File: src/rtl/lu_bit_sequencer.sv
// Bit-serial operand sequencer for the 1-bit OR/NOR logic unit: streams operands
// LSB first on x/y/s, samples z back each cycle and assembles result and ones count.
module lu_bit_sequencer #(
  parameter int unsigned WIDTH = 4,
  parameter int unsigned CW    = $clog2(WIDTH + 1)
) (
  input  logic             clk,
  input  logic             reset,
  input  logic             start,
  input  logic             op,
  input  logic [WIDTH-1:0] opa,
  input  logic [WIDTH-1:0] opb,
  output logic             x,
  output logic             y,
  output logic             s,
  input  logic             z,
  output logic             busy,
  output logic             done,
  output logic [WIDTH-1:0] result,
  output logic [CW-1:0]    ones
);

  localparam int unsigned IW = $clog2(WIDTH);

  typedef enum logic [1:0] {
    IDLE = 2'd0,
    RUN  = 2'd1,
    DONE = 2'd2
  } state_t;

  state_t           state_q, state_d;
  logic [IW-1:0]    idx_q, idx_d;
  logic [WIDTH-1:0] opa_q, opa_d;
  logic [WIDTH-1:0] opb_q, opb_d;
  logic             op_q, op_d;
  logic [WIDTH-1:0] result_q, result_d;
  logic [CW-1:0]    ones_q, ones_d;

  // State and datapath registers
  always_ff @(posedge clk or posedge reset) begin
    if (reset) begin
      state_q  <= IDLE;
      idx_q    <= '0;
      opa_q    <= '0;
      opb_q    <= '0;
      op_q     <= 1'b0;
      result_q <= '0;
      ones_q   <= '0;
    end else begin
      state_q  <= state_d;
      idx_q    <= idx_d;
      opa_q    <= opa_d;
      opb_q    <= opb_d;
      op_q     <= op_d;
      result_q <= result_d;
      ones_q   <= ones_d;
    end
  end

  // Next state, datapath update and unit drive
  always_comb begin
    state_d  = state_q;
    idx_d    = idx_q;
    opa_d    = opa_q;
    opb_d    = opb_q;
    op_d     = op_q;
    result_d = result_q;
    ones_d   = ones_q;
    x        = 1'b0;
    y        = 1'b0;
    s        = 1'b0;
    busy     = 1'b0;
    done     = 1'b0;

    case (state_q)
      IDLE: begin
        if (start) begin
          opa_d    = opa;
          opb_d    = opb;
          op_d     = op;
          result_d = '0;
          ones_d   = '0;
          idx_d    = '0;
          state_d  = RUN;
        end
      end
      RUN: begin
        busy            = 1'b1;
        x               = opa_q[idx_q];
        y               = opb_q[idx_q];
        s               = op_q;
        result_d[idx_q] = z;
        ones_d          = ones_q + CW'(z);
        if (idx_q == IW'(WIDTH - 1)) begin
          idx_d   = '0;
          state_d = DONE;
        end else begin
          idx_d = idx_q + IW'(1);
        end
      end
      DONE: begin
        busy    = 1'b1;
        done    = 1'b1;
        state_d = IDLE;
      end
      default: state_d = IDLE;
    endcase
  end

  assign result = result_q;
  assign ones   = ones_q;

endmodule

File: config.mk
export PLATFORM = sky130hd
export DESIGN_NAME = lu_bit_sequencer
export DESIGN_NICKNAME = d
export VERILOG_FILES = /design/src/rtl/lu_bit_sequencer.sv
export SDC_FILE = /design/constraint.sdc
export NUM_CORES = 1
export LEC_CHECK = 0
export BUFFER_PORTS_ARGS = -buffer_cell sky130_fd_sc_hd__buf_2
export CELL_PAD_IN_SITES_DETAIL_PLACEMENT = 1
export CELL_PAD_IN_SITES_GLOBAL_PLACEMENT = 1
export CORE_AREA = 3 3 55 57
export DETAILED_ROUTE_END_ITERATION = 12
export DIE_AREA = 0 0 58 60
export HOLD_SLACK_MARGIN = 0.1
export PLACE_DENSITY_LB_ADDON = 0.1
export SLEW_MARGIN = 20
export SYNTH_ARGS = -nofsm -noshare
export SYNTH_HDL_FRONTEND = slang
export SYNTH_SLANG_ARGS = --single-unit
File: constraint.sdc
create_clock -name clk -period 2.1 [get_ports clk]
set_input_delay 0.105 -clock clk [delete_from_list [all_inputs] [get_ports clk]]
set_output_delay 0.105 -clock clk [all_outputs]
set_load 0.03 [all_outputs]
==> results of run 1 <==
final cells by class:
cell class | count | area share [%]
Clock buffer | 4 | 2.715
Inverter | 6 | 1.685
Multi-Input combinational cell | 57 | 38.86
Sequential cell | 20 | 37.45
Tap cell | 30 | 2.809
Timing Repair Buffer | 34 | 16.48
worst min-delay path by stage:
stage / startpoint / end / slack [ns] / cells after the start
after floorplan: reset / idx_q[0] / 0.07 / 1
after global placement: reset / result[2] / 0.28 / 2
after detailed placement: reset / result[1] / 0.28 / 2
after CTS: z / result[0] / 0.11 / 3
after global routing: z / result[3] / 0.15 / 3
final: z / result[3] / 0.12 / 3
kinds of logic (layout without fill, tap and decap cells):
logic type | after synthesis | after routing | synth area share [%]
AOI/OAI and AO/OA | 13 | 13 | 8.510
and+or+nand+nor | 19 | 19 | 10.28
adders and majority gates | 11 | 11 | 13.00
DFF | 20 | 20 | 47.28
buffers and inverters | 8 | 44 | 3.664
muxes | 14 | 14 | 17.26
sequential cells by signal, indices dropped and copies added (netlist names):
| signal | count |
|---|---|
| opa_q | 4 |
| opb_q | 4 |
| result | 4 |
| ones | 3 |
| idx_q | 2 |
| state_q | 2 |
| op_q | 1 |
cell usage after synthesis (2+ instances only):
| cell type | number |
|---|---|
| o21ai_0 | 6 |
| a32o_1 | 2 |
| and2_1 | 3 |
| mux2_2 | 11 |
| inv_1 | 6 |
| a22o_1 | 4 |
| nand3_1 | 3 |
| nor2_1 | 4 |
| dfrtp_1 | 20 |
| nor2b_1 | 3 |
| ha_1 | 11 |
| mux4_2 | 2 |
per-stage QoR:
step / hold WS (ns) / total power [W]
CTS: 0.1137 / 0.002182
finish: 0.1242 / 0.002148
global route: 0.1450 / 0.002337
floorplan: 0.06883 / 0.001648
global placement: 0.2824 / 0.001890
detailed placement: 0.2814 / 0.001933
critical path, cell delays in order (launching register included):
cell     delay (ns)
dfrtp_1        0.52
mux4_2         0.53
and2_1         0.17
buf_2          0.17
cell usage in the layout, fill, tap and decap left out:
cell type      instances
nand2_2                1
nor2_1                 4
inv_1                  6
nand2_1                1
nand3_1                3
nand2b_1               1
a22o_1                 4
and2_1                 3
buf_2                 24
nand4b_1               1
and2_4                 1
clkbuf_8               1
mux2_2                11
mux2i_2                1
a32o_1                 2
clkbuf_4               3
mux4_2                 2
o21ai_0                6
nand3b_1               1
ha_1                  11
nor2b_1                3
dlygate4sd3_1         10
dfrtp_1               20
a21oi_1                1
layer usage:
layer | track usage [%] | up-vias | wire (um)
met5 | 0 | - | 0
met4 | 8.940 | 0 | 52
met3 | 2.592 | 4 | 69
met2 | 27.42 | 14 | 1176
met1 | 19.05 | 397 | 993
li1 | - | 368 | -
power by group through the flow:
stage               Clock [W]  Sequential [W]  Combinational (W)
finish               0.000225        0.000696            0.00123
global route         0.000248        0.000731            0.00136
CTS                  0.000233        0.000700            0.00125
detailed placement          0        0.000709            0.00122
global placement            0        0.000700            0.00119
floorplan                   0        0.000784           0.000864
==> results.txt, run 1 <==
The run finished with clean final reports. 0 antenna diodes ended up in the layout. For this configuration, the core starts out at a cell density of 41.96%.

The number of gates resized after CTS was 0. Sequential share of the synthesized area: 47.28%. For the number of design-rule violations left by the first detailed-router iteration, the log shows 6.

For the data required time of the critical path, the log shows 2.00 ns. Setup repair after global routing left no endpoint under its margin. The total number of placement rows was 18. The number of buffers on the longest clock path was 2. For the number of buffers inserted by post-CTS setup repair, the log shows 0.

Summed over all layers, the global routing overflow is 0. The placed cell count was 137. The logs give 3480 um2 for the die area and 783 for the total number of vias. By area the synthesized netlist is led by dfrtp_1 47%, ha_1 13%, mux2_2 12%. The first detailed-routing pass ran for 4 iterations. The final count of negative-setup-slack endpoints came out at 0.

After filler insertion, the fill cell instance count of the layout stands at 284. TritonCTS created 3 clock buffers. In this run the standard cell core region covers 2522 um2. The share of total power dissipated in sequential elements is 32.4%.

Yosys printed 0 warnings. The layout overhead on the synthesized area came out at 26.24%. In this run the biggest area consumer among cell types represents 47.28% of the synthesized area. The count of unique library cells instantiated by Yosys is 22. The number of clock sinks seen by CTS was 20; the worst setup slack after placement was 0.4428 ns.

Counting flops with an async set or reset pin after synthesis yields a share of 100.0%. After detailed placement, the total cell area comes to 1200 um2. Tracing the worst setup path back leads to its startpoint at idx_q[0]. Entering global routing, the biggest net connects 21 pins. Total number of nets in the final design: 146. The net switching power figure is 0.0009427 W. In this run the static leakage power is 0.6578 nW.

The final standard cell area without fillers came out at 1336 um2. Number of remaining DRC errors: 0. The share of post-route cells with drive strength above 1 works out to 36.36%.

Counting cells, the worst reg-to-reg path comes to 5. Type of the worst setup path: reg2out. Summing all flip-flop and latch instances after layout gives 500.5 um2. The share of total power dissipated in combinational logic is 57.1%.

The tools report the global-route wire length before repair as 4.008 mm. The detailed-placement wirelength estimate came out at 1.674 mm. The count of H-tree levels built during CTS is 1, and the highest clock rate is 555.2 MHz. The routed design could run at a clock period as short as 1.801 ns.

In this run the critical register-to-register path is captured at result[0]. The worst path uses 85.76% of the clock period. Once layout is complete, the cells apart from fillers number 151.

The average instance in the mapped netlist occupies 12.45 um2. The end point of the critical path is x. For the final worst setup slack, the log shows 0.2989 ns. The internal power of the cells totals 0.001205 W. Across the VDD grid, the largest voltage drop is 0.0008146 V.

The normalized max-slew margin came out at 49.30%. Global routing used 15.99% of the available tracks across all layers. For this design, the CTS-stage hold fixing added 10 buffers. The worst-skew pair later-pin latency is 0.30 ns. The synthesized net count came out at 109.

For the clock power share, the log shows 10.5%. The run gives 867 as the via count of the first global-routing pass. The die is 58 um wide.

The tree is rooted in a clkbuf_4. The synthesized netlist occupies a cell area of 1059 um2. dfrtp_1 takes more of the synthesized area than any other cell.

The final-report hold violation count was 0. The final total negative setup slack was 0 ns; the post-synthesis sequential element count was 20. Routability-driven placement finished with a final weighted congestion of 0.7303. The boundary pin count came out at 25. In the final layout, the multi-input gates occupy 519.2 um2.

Across the routed clock network, the largest skew measured is 0.003574 ns. For flop-to-flop paths, the worst setup slack is 0.42 ns. The fraction of power spent switching nets is 43.89%. Worst reg2reg path startpoint: state_q[1]. In this run the remaining antenna-violating nets after routing total 0. The number of max-slew violations in the final report is 0, and the die boundary height is 60 um. For the pin with the worst max-slew slack, the measured transition is 0.7596 ns.

The class of the most critical hold timing path was in2reg. In the synthesized netlist the dominant register cell turns out to be dfrtp_1. STA classifies the critical path startpoint as a flop. The worst setup path is captured at an output port.

The tools report the initial antenna violation count as 0. Per-cell via count in the routed design: 5.185. The count of mapped cells out of synthesis was 85; the number of port buffers was 24.

The power density over the cells works out to 1607 nW/um2. TritonCTS built the clock tree. Max-cap violations in this run came to 0. Along the worst path, the maximum fanout reaches 7.

Dividing the detail-routed wire length by the instance count gives 15.18 um. Once layout is complete, the utilization of the core stands at 52.98%. The count of flip-flops with a built-in enable after synthesis is 0. STA puts the critical path data arrival time at 1.70 ns.

For the wire length after detailed routing, the log shows 2.292 mm. Clock-pin slew was measured on the worst setup and hold paths at 0.11 ns.
Note: power is estimated with default switching activity, not from simulation.
==> run 2, diff against run 1 <==
CELL_PAD_IN_SITES_DETAIL_PLACEMENT = not set   (was 1)
CELL_PAD_IN_SITES_GLOBAL_PLACEMENT = not set   (was 1)
CORE_AREA = 3 3 50 52   (was 3 3 55 57)
DIE_AREA = 0 0 53 55   (was 0 0 58 60)
PLACE_DENSITY = 0.74   (was not set)
PLACE_DENSITY_LB_ADDON = not set   (was 0.1)
==> run 2 against run 1 <==
  * Core utilization is 9.1 points higher
  * Hold slack lost 0.018 ns
  * Worst setup slack is essentially flat
  * First-iteration DRC count up 33%
  * Flip-flop and latch count is the same
  * Routed wire length down 14%
  * Maximum frequency barely moved
  * Final cell count fell by 1.3%
  * Critical path type unchanged
  * Design area decreased by 0.19%
  * Global-route usage is 0.21 points higher
  * Combinational power about the same
  * Largest cell class unchanged
  * Clock skew rose by 0.0067 ns
==> results.txt, run 2 (same netlist as run 1, synthesis figures left out) <==
The flow ran to the end, and the final reports show no timing, DRC or antenna violations. The run gives 0.30 ns (about the same) as the worst-skew pair later-pin latency. The data required time of the critical path was 2.00 ns (about the same); the number of clock sinks seen by CTS was 20 (unchanged).

Power density over the cells: 1595 nW/um2 (was 1607 nW/um2). Startpoint of the lowest-slack hold path: z (unchanged). For the global-route total usage across every layer, the log shows 16.19% (was 15.99%).

The clock skew after layout is 0.01028 ns (was 0.003574 ns), and the number of design-rule violations left by the first detailed-router iteration is 8 (was 6). The endpoint of the most critical register-to-register path was result[0] (unchanged). Number of optimization iterations in the first detailed-route pass: 4 (unchanged). The kind of start point of the critical path was a flop (unchanged). The tools report the number of max-slew violations in the final report as 0 (unchanged).

Starting utilization of the core area: 49.27% (was 41.96%). The run gives 0 (unchanged) as the max-capacitance violation count. The highest clock rate is 555.2 MHz (about the same), and the layout overhead on the synthesized area is 26.00% (was 26.24%).

The via count of the first global-routing pass is 747 (was 867). The run gives 0 (unchanged) as the final count of negative-setup-slack endpoints. The boundary pin count came out at 25 (unchanged).

The final-report hold violation count was 0 (unchanged); the time the final worst path needs with I/O delays and setup was 1.801 ns (about the same). The detail-routed net length per standard cell works out to 13.27 um (was 15.18 um). The logs give 0 (unchanged) for the sum of overflow across all layers after global routing and 1.977 mm (was 2.292 mm) for the wire length after detailed routing. The initial antenna violation count came out at 0 (unchanged). The tools report the total number of nets in the final design as 146 (unchanged). For the arrival time reported for the critical path endpoint, the log shows 1.70 ns (about the same). The worst vdd rail ir drop came out at 0.0009871 V (was 0.0008146 V). The maximum number of pins on one net before global-route repair is 21 (unchanged), and the per-cell via count in the routed design is 5.128 (was 5.185). The clock-pin transition on the worst setup and hold timing paths works out to 0.12 ns (was 0.11 ns). The critical-path maximum fanout is 7 (unchanged). The die area is 2915 um2 (was 3480 um2). The count of H-tree levels built during CTS was 1 (unchanged). Element type at the critical path end: an output port (unchanged). The tools report the routability congestion estimate from global placement as 0.7732 (was 0.7303).

For the final total negative setup slack, the log shows 0 ns (unchanged). The die boundary height is 55 um (was 60 um). The launch point of the critical path was idx_q[0] (unchanged). The run gives 0 (unchanged) as the count of antenna-violating nets left after detailed routing.

The number of port buffers works out to 24 (unchanged). The worst reg2reg path startpoint was state_q[1] (unchanged). The total number of vias is 764 (was 783). Commonest non-fill, non-tap cells in the layout: 24 x buf_2, 20 x dfrtp_1, 11 x mux2_2, 11 x ha_1, 10 x dlygate4sd3_1 (unchanged). The power after layout came out at 0.002127 W (was 0.002148 W). The cell at the root of the clock tree is clkbuf_4 (unchanged). Type of the worst setup path: reg2out (unchanged). Number of filler instances in the final layout: 200 (was 284).

The ratio of final minimum period to clock period came out at 85.77% (was 85.76%). The run gives 2148 um2 (was 2522 um2) as the core box area. The number of remaining DRC errors is 0 (unchanged), and the die width is 53 um (was 58 um). Setup repair after global routing left no endpoint under its margin. The count of cells resized by post-cts repair came out at 0 (unchanged).

The share of the core filled with cells was 62.09% (was 52.98%); the share of post-route cells with drive strength above 1 was 36.36% (unchanged). The tools report the number of buffers on the longest clock path as 2 (unchanged). The end point of the critical path was x (unchanged). The total number of placement rows is 17 (was 18). The tools report the antenna diode count as 0 (unchanged). The leakage power of the design was 0.6578 nW (unchanged). TritonCTS built the clock tree.

The logs give 3.360 mm (was 4.008 mm) for the global-route wire length before repair and 50.32% (was 49.30%) for the normalized max-slew margin. The tools report the detailed-placement wirelength estimate as 1.459 mm (was 1.674 mm). The class of the most critical hold timing path was in2reg (unchanged).

The run gives 0.51 ns (was 0.42 ns) as the reg2reg setup slack. The most common library cell in the layout ignoring fill and taps is buf_2 (unchanged). The number of CTS-inserted buffers was 3 (unchanged); the depth of the worst register-to-register path was 5 (unchanged).

The slew at the pin closest to its max-slew limit is 0.7444 ns (was 0.7596 ns).
-- run 2: worst min-delay path by stage --
stage	cells after the start	slack [ns]	end
2_1_floorplan	1	0.07	idx_q[0]
3_3_place_gp	2	0.27	op_q
3_5_place_dp	2	0.27	result[3]
4_1_cts	3	0.10	result[3]
5_1_grt	3	0.13	result[3]
6_report	3	0.11	result[0]
-- run 2: final cells by class --
type / count / area [um2] / share of cell area (%)
repair buffers: 34 / 220.2 / 16.51
well taps: 28 / 35.03 / 2.627
clock buffers: 4 / 36.28 / 2.720
multi-input cells: 57 / 519.2 / 38.93
inverters: 6 / 22.52 / 1.689
flip-flops and latches: 20 / 500.5 / 37.52
-- run 2: routing by layer --
metal  track usage (%)  part of all wire (%)
met3             4.826                   4.6
met1             18.68                    40
met2             30.17                    55
met5                 0                     0
met4             2.553                  0.71
-- run 2: report_power, final --
group	total (W)	leakage [nW]	internal, W	switching, W
clock	0.000219	0.0210	0.000106	0.000114
combinational	0.00121	0.387	0.000529	0.000679
sequential	0.000699	0.250	0.000568	0.000131
-- run 2: metrics by stage --
| step | setup slack [ns] | area (um2) | hold slack (ns) | std cells |
|---|---|---|---|---|
| 2_1_floorplan | 0.6483 | 1059 | 0.06883 | 85 |
| 3_3_place_gp | 0.5948 | 1197 | 0.2716 | 135 |
| 4_1_cts | 0.2975 | 1334 | 0.1001 | 149 |
| 6_report | 0.2987 | 1334 | 0.1066 | 149 |
| 3_5_place_dp | 0.5107 | 1197 | 0.2734 | 135 |
| 5_1_grt | 0.2388 | 1334 | 0.1302 | 149 |
-- run 2: what timing repair did --
item,CTS,global route
buffers inserted,0,0
hold buffers,10,0
endpoints found under the hold margin,29,0
-- run 2: critical path: stages (launching register included) --
cell and delay [ns]:
dfrtp_1 0.51, mux4_2 0.54, and2_1 0.17, buf_2 0.17
==> run 3, diff against run 2 <==
CORE_AREA = 3 3 59 61   (was 3 3 50 52)
CTS_BUF_LIST = sky130_fd_sc_hd__clkbuf_4   (was not set)
DIE_AREA = 0 0 62 64   (was 0 0 53 55)
PLACE_DENSITY = not set   (was 0.74)
clock period = 1.45 ns   (was 2.1 ns; I/O delays follow)
==> run 3 against run 2 <==
  * The run now ends with setup timing left
  * Register-to-register slack lost 0.49 ns
  * Power increased by 70%
  * Clock-buffer cell count fell by 1
  * Final cell count rose by 19%
  * Flip-flop and latch count unchanged
  * Sequential share of layout area is 4.6 points lower
  * Routed wire length increased by 11%
  * Die area grew 36%
  * Design area up 14%
==> results.txt, run 3 (same netlist as run 1, synthesis figures left out) <==
The fraction of power spent switching nets came out at 41.22% (was 43.43%). The count of H-tree levels built during CTS came out at 1 (unchanged). The cell internal power dissipation came out at 0.002129 W (was 0.001203 W). The clock skew after layout was 0.01198 ns (was 0.01028 ns); the leakage power of the design was 0.7394 nW (was 0.6578 nW).

The number of design-rule violations left by the first detailed-router iteration is 11 (was 8), and the number of remaining DRC errors is 0 (unchanged). The tools report the data required time of the critical path as 1.38 ns (was 2.00 ns). Setup repair after global routing could not meet its margin everywhere. The worst reg2reg path startpoint was state_q[1] (unchanged). The maximum number of pins on one net before global-route repair is 21 (unchanged). The number of port buffers is 24 (unchanged). The run gives 819 (was 764) as the total number of vias. After layout, the minimum clock period comes to 1.581 ns. The clock power share was 7.2% (was 10.3%).

The run gives 12.36% (was 16.19%) as the global-route total usage across every layer. The slew at the pin closest to its max-slew limit was 0.2575 ns (was 0.7444 ns). The share of the core filled with cells was 50.37% (was 62.09%). The power density over the cells was 2375 nW/um2 (was 1595 nW/um2). The per-cell via count in the routed design was 4.627 (was 5.128). The logs give 65.0% (was 56.8%) for the relative contribution of combinational cells to total power and 0 (unchanged) for the sum of overflow across all layers after global routing.

The run gives 27.8% (was 32.9%) as the share of total power in sequential cells. Of the available clock period, the critical path in the final layout requires 109.0%. The cell type group with the largest total delay on the critical path is multiplexers (unchanged). The run gives 0.30 ns (about the same) as the worst-skew pair later-pin latency. For the final standard cell area without fillers, the log shows 1525 um2 (was 1334 um2).

Die area: 3968 um2 (was 2915 um2). Series of cell instances along the critical path: mux4_2 -> and2_4 -> buf_6 (was mux4_2 -> and2_1 -> buf_2). The die boundary height was 64 um (was 55 um). The clock-pin transition on the worst setup and hold timing paths is 0.12 ns (about the same).

The flow ran to the end, but the final reports show violations. Most common library cell in the layout ignoring fill and taps: buf_2 (unchanged). For the number of CTS-inserted buffers, the log shows 3 (unchanged). The max-capacitance violation count was 0 (unchanged); the initial antenna violation count was 0 (unchanged). For the core box area, the log shows 3028 um2 (was 2148 um2). The delay of the slowest cell on the worst path is 0.50 ns (was 0.54 ns), and the arrival time reported for the critical path endpoint is 1.51 ns (was 1.70 ns).

Worst vdd rail ir drop: 0.001130 V (was 0.0009871 V). The count of antenna-violating nets left after detailed routing is 0 (unchanged). The count of buffering cells on the critical path with inverters included works out to 1 (unchanged). The run gives 82.83% (was 50.32%) as the normalized max-slew margin. TritonCTS built the clock tree.

The run gives 2 (unchanged) as the number of buffers on the longest clock path. The number of max-slew violations in the final report was 0 (unchanged); the critical-path maximum fanout was 3 (was 7). The tools report the kind of start point of the critical path as a flop (unchanged). The run gives 0.001493 W (was 0.0009237 W) as the net switching power figure. The share of post-route cells with drive strength above 1 came out at 50.38% (was 36.36%). The die width is 62 um (was 53 um).

The run gives 1.608 mm (was 1.459 mm) as the detailed-placement wirelength estimate. The type of the worst setup path is reg2out (unchanged). The final worst setup slack came out at -0.1309 ns (was 0.2987 ns).

The total number of nets in the final design is 159 (was 146). The layout overhead on the synthesized area works out to 44.09% (was 26.00%). The antenna diode count was 0 (unchanged). The tools report the global-route wire length before repair as 3.698 mm (was 3.360 mm). The element type at the critical path end is an output port (unchanged). For the total number of placement rows, the log shows 20 (was 17). The starting utilization of the core area is 34.96% (was 49.27%), and the boundary pin count is 25 (unchanged). The tools report the routability congestion estimate from global placement as 0.7390 (was 0.7732). The number of clock sinks seen by CTS came out at 20 (unchanged). Static timing analysis puts the maximum clock frequency at 632.5 MHz. For the via count of the first global-routing pass, the log shows 844 (was 747).

The area after detailed placement was 1272 um2 (was 1197 um2). The highest-delay cell along the critical path is mux4_2 (unchanged). The cell at the root of the clock tree was clkbuf_4 (unchanged).

The final-report hold violation count is 0 (unchanged). The final reports fail on setup timing. Class of the most critical hold timing path: in2reg (unchanged).

The launch point of the critical path was idx_q[1] (was idx_q[0]). The wire length after detailed routing was 2.201 mm (was 1.977 mm). The tools report the startpoint of the lowest-slack hold path as start (was z). Commonest non-fill, non-tap cells in the layout: 21 x buf_2, 19 x dfrtp_1, 11 x dlygate4sd3_1, 11 x buf_4, 9 x mux2_2 (was 24 x buf_2, 20 x dfrtp_1, 11 x mux2_2, 11 x ha_1, 10 x dlygate4sd3_1).

The detail-routed net length per standard cell is 12.44 um (was 13.27 um), and the number of optimization iterations in the first detailed-route pass is 4 (unchanged). The final count of negative-setup-slack endpoints was 3 (was 0).
run 3: changes by cell type in the layout (fill, tap and decap cells not counted), sizes merged:
cell and delta:
buf +12, clkbuf -1, dlygate4sd3 +1
run 3: worst paths after layout:
check | to | slack, ns | cells after the start
worst max-delay path | y | -0.13 | 3
worst min-delay path | state_q[1] | 0.15 | 4
worst max register to register | state_q[0] | 0.02 | 5
worst min register to register | result[1] | 0.51 | 1
max in group asynchronous | opa_q[2] | 0.90 | 4
min in group asynchronous | state_q[1] | 0.33 | 4
run 3: metal layers:
layer  part of all wire [%]  up-vias  GRT usage [%]
met4                      0        0         0.7958
met3                    5.7        0          4.848
met2                     51       29          21.50
li1                       -      393              -
met1                     43      397          14.63
met5                      0        -              0
run 3: final cells by class:
cell class / instances / area [um2]
clock buffers: 3 / 22.52
repair buffers: 47 / 342.8
flip-flops and latches: 20 / 501.7
multi-input cells: 57 / 578.1
inverters: 6 / 25.02
fillers: 280 / 1503
well taps: 44 / 55.05
run 3: what timing repair did:
item | CTS | global route
pin swaps | 1 | 5
endpoints found under the hold margin | 33 | 0
hold buffers | 11 | 0
gates resized for setup | 11 | 13
buffers inserted | 2 | 3
endpoints found under the setup margin | 8 | 21
run 3: worst reg2reg max path, delay by kind of cell, from the launching register on:
family	cells	cell delay, ns
buf+inv	1	0.15
flops	1	0.43
mux	1	0.29
simple gates	2	0.25
fa+ha+maj	1	0.20
run 3: per-stage QoR:
stage | hold slack, ns | worst slack, ns | power, W | cells | setup TNS (ns)
after floorplan | 0.03633 | 0.03389 | 0.002401 | 85 | 0
after global placement | 0.1066 | 0.03769 | 0.002849 | 158 | 0
after detailed placement | 0.1243 | -0.01091 | 0.002907 | 158 | -0.01271
after CTS | 0.1316 | -0.1502 | 0.003418 | 174 | -0.2905
after global routing | 0.1430 | -0.2135 | 0.003927 | 177 | -0.5782
final | 0.1502 | -0.1309 | 0.003623 | 177 | -0.2380
run 3: power by group through the flow:
stage / sequential (W) / combinational, W / clock [W]
3_3_place_gp: 0.000995 / 0.00185 / 0
6_report: 0.00101 / 0.00235 / 0.000262
3_5_place_dp: 0.00101 / 0.00190 / 0
5_1_grt: 0.00105 / 0.00258 / 0.000305
2_1_floorplan: 0.00113 / 0.00127 / 0
4_1_cts: 0.000988 / 0.00216 / 0.000274
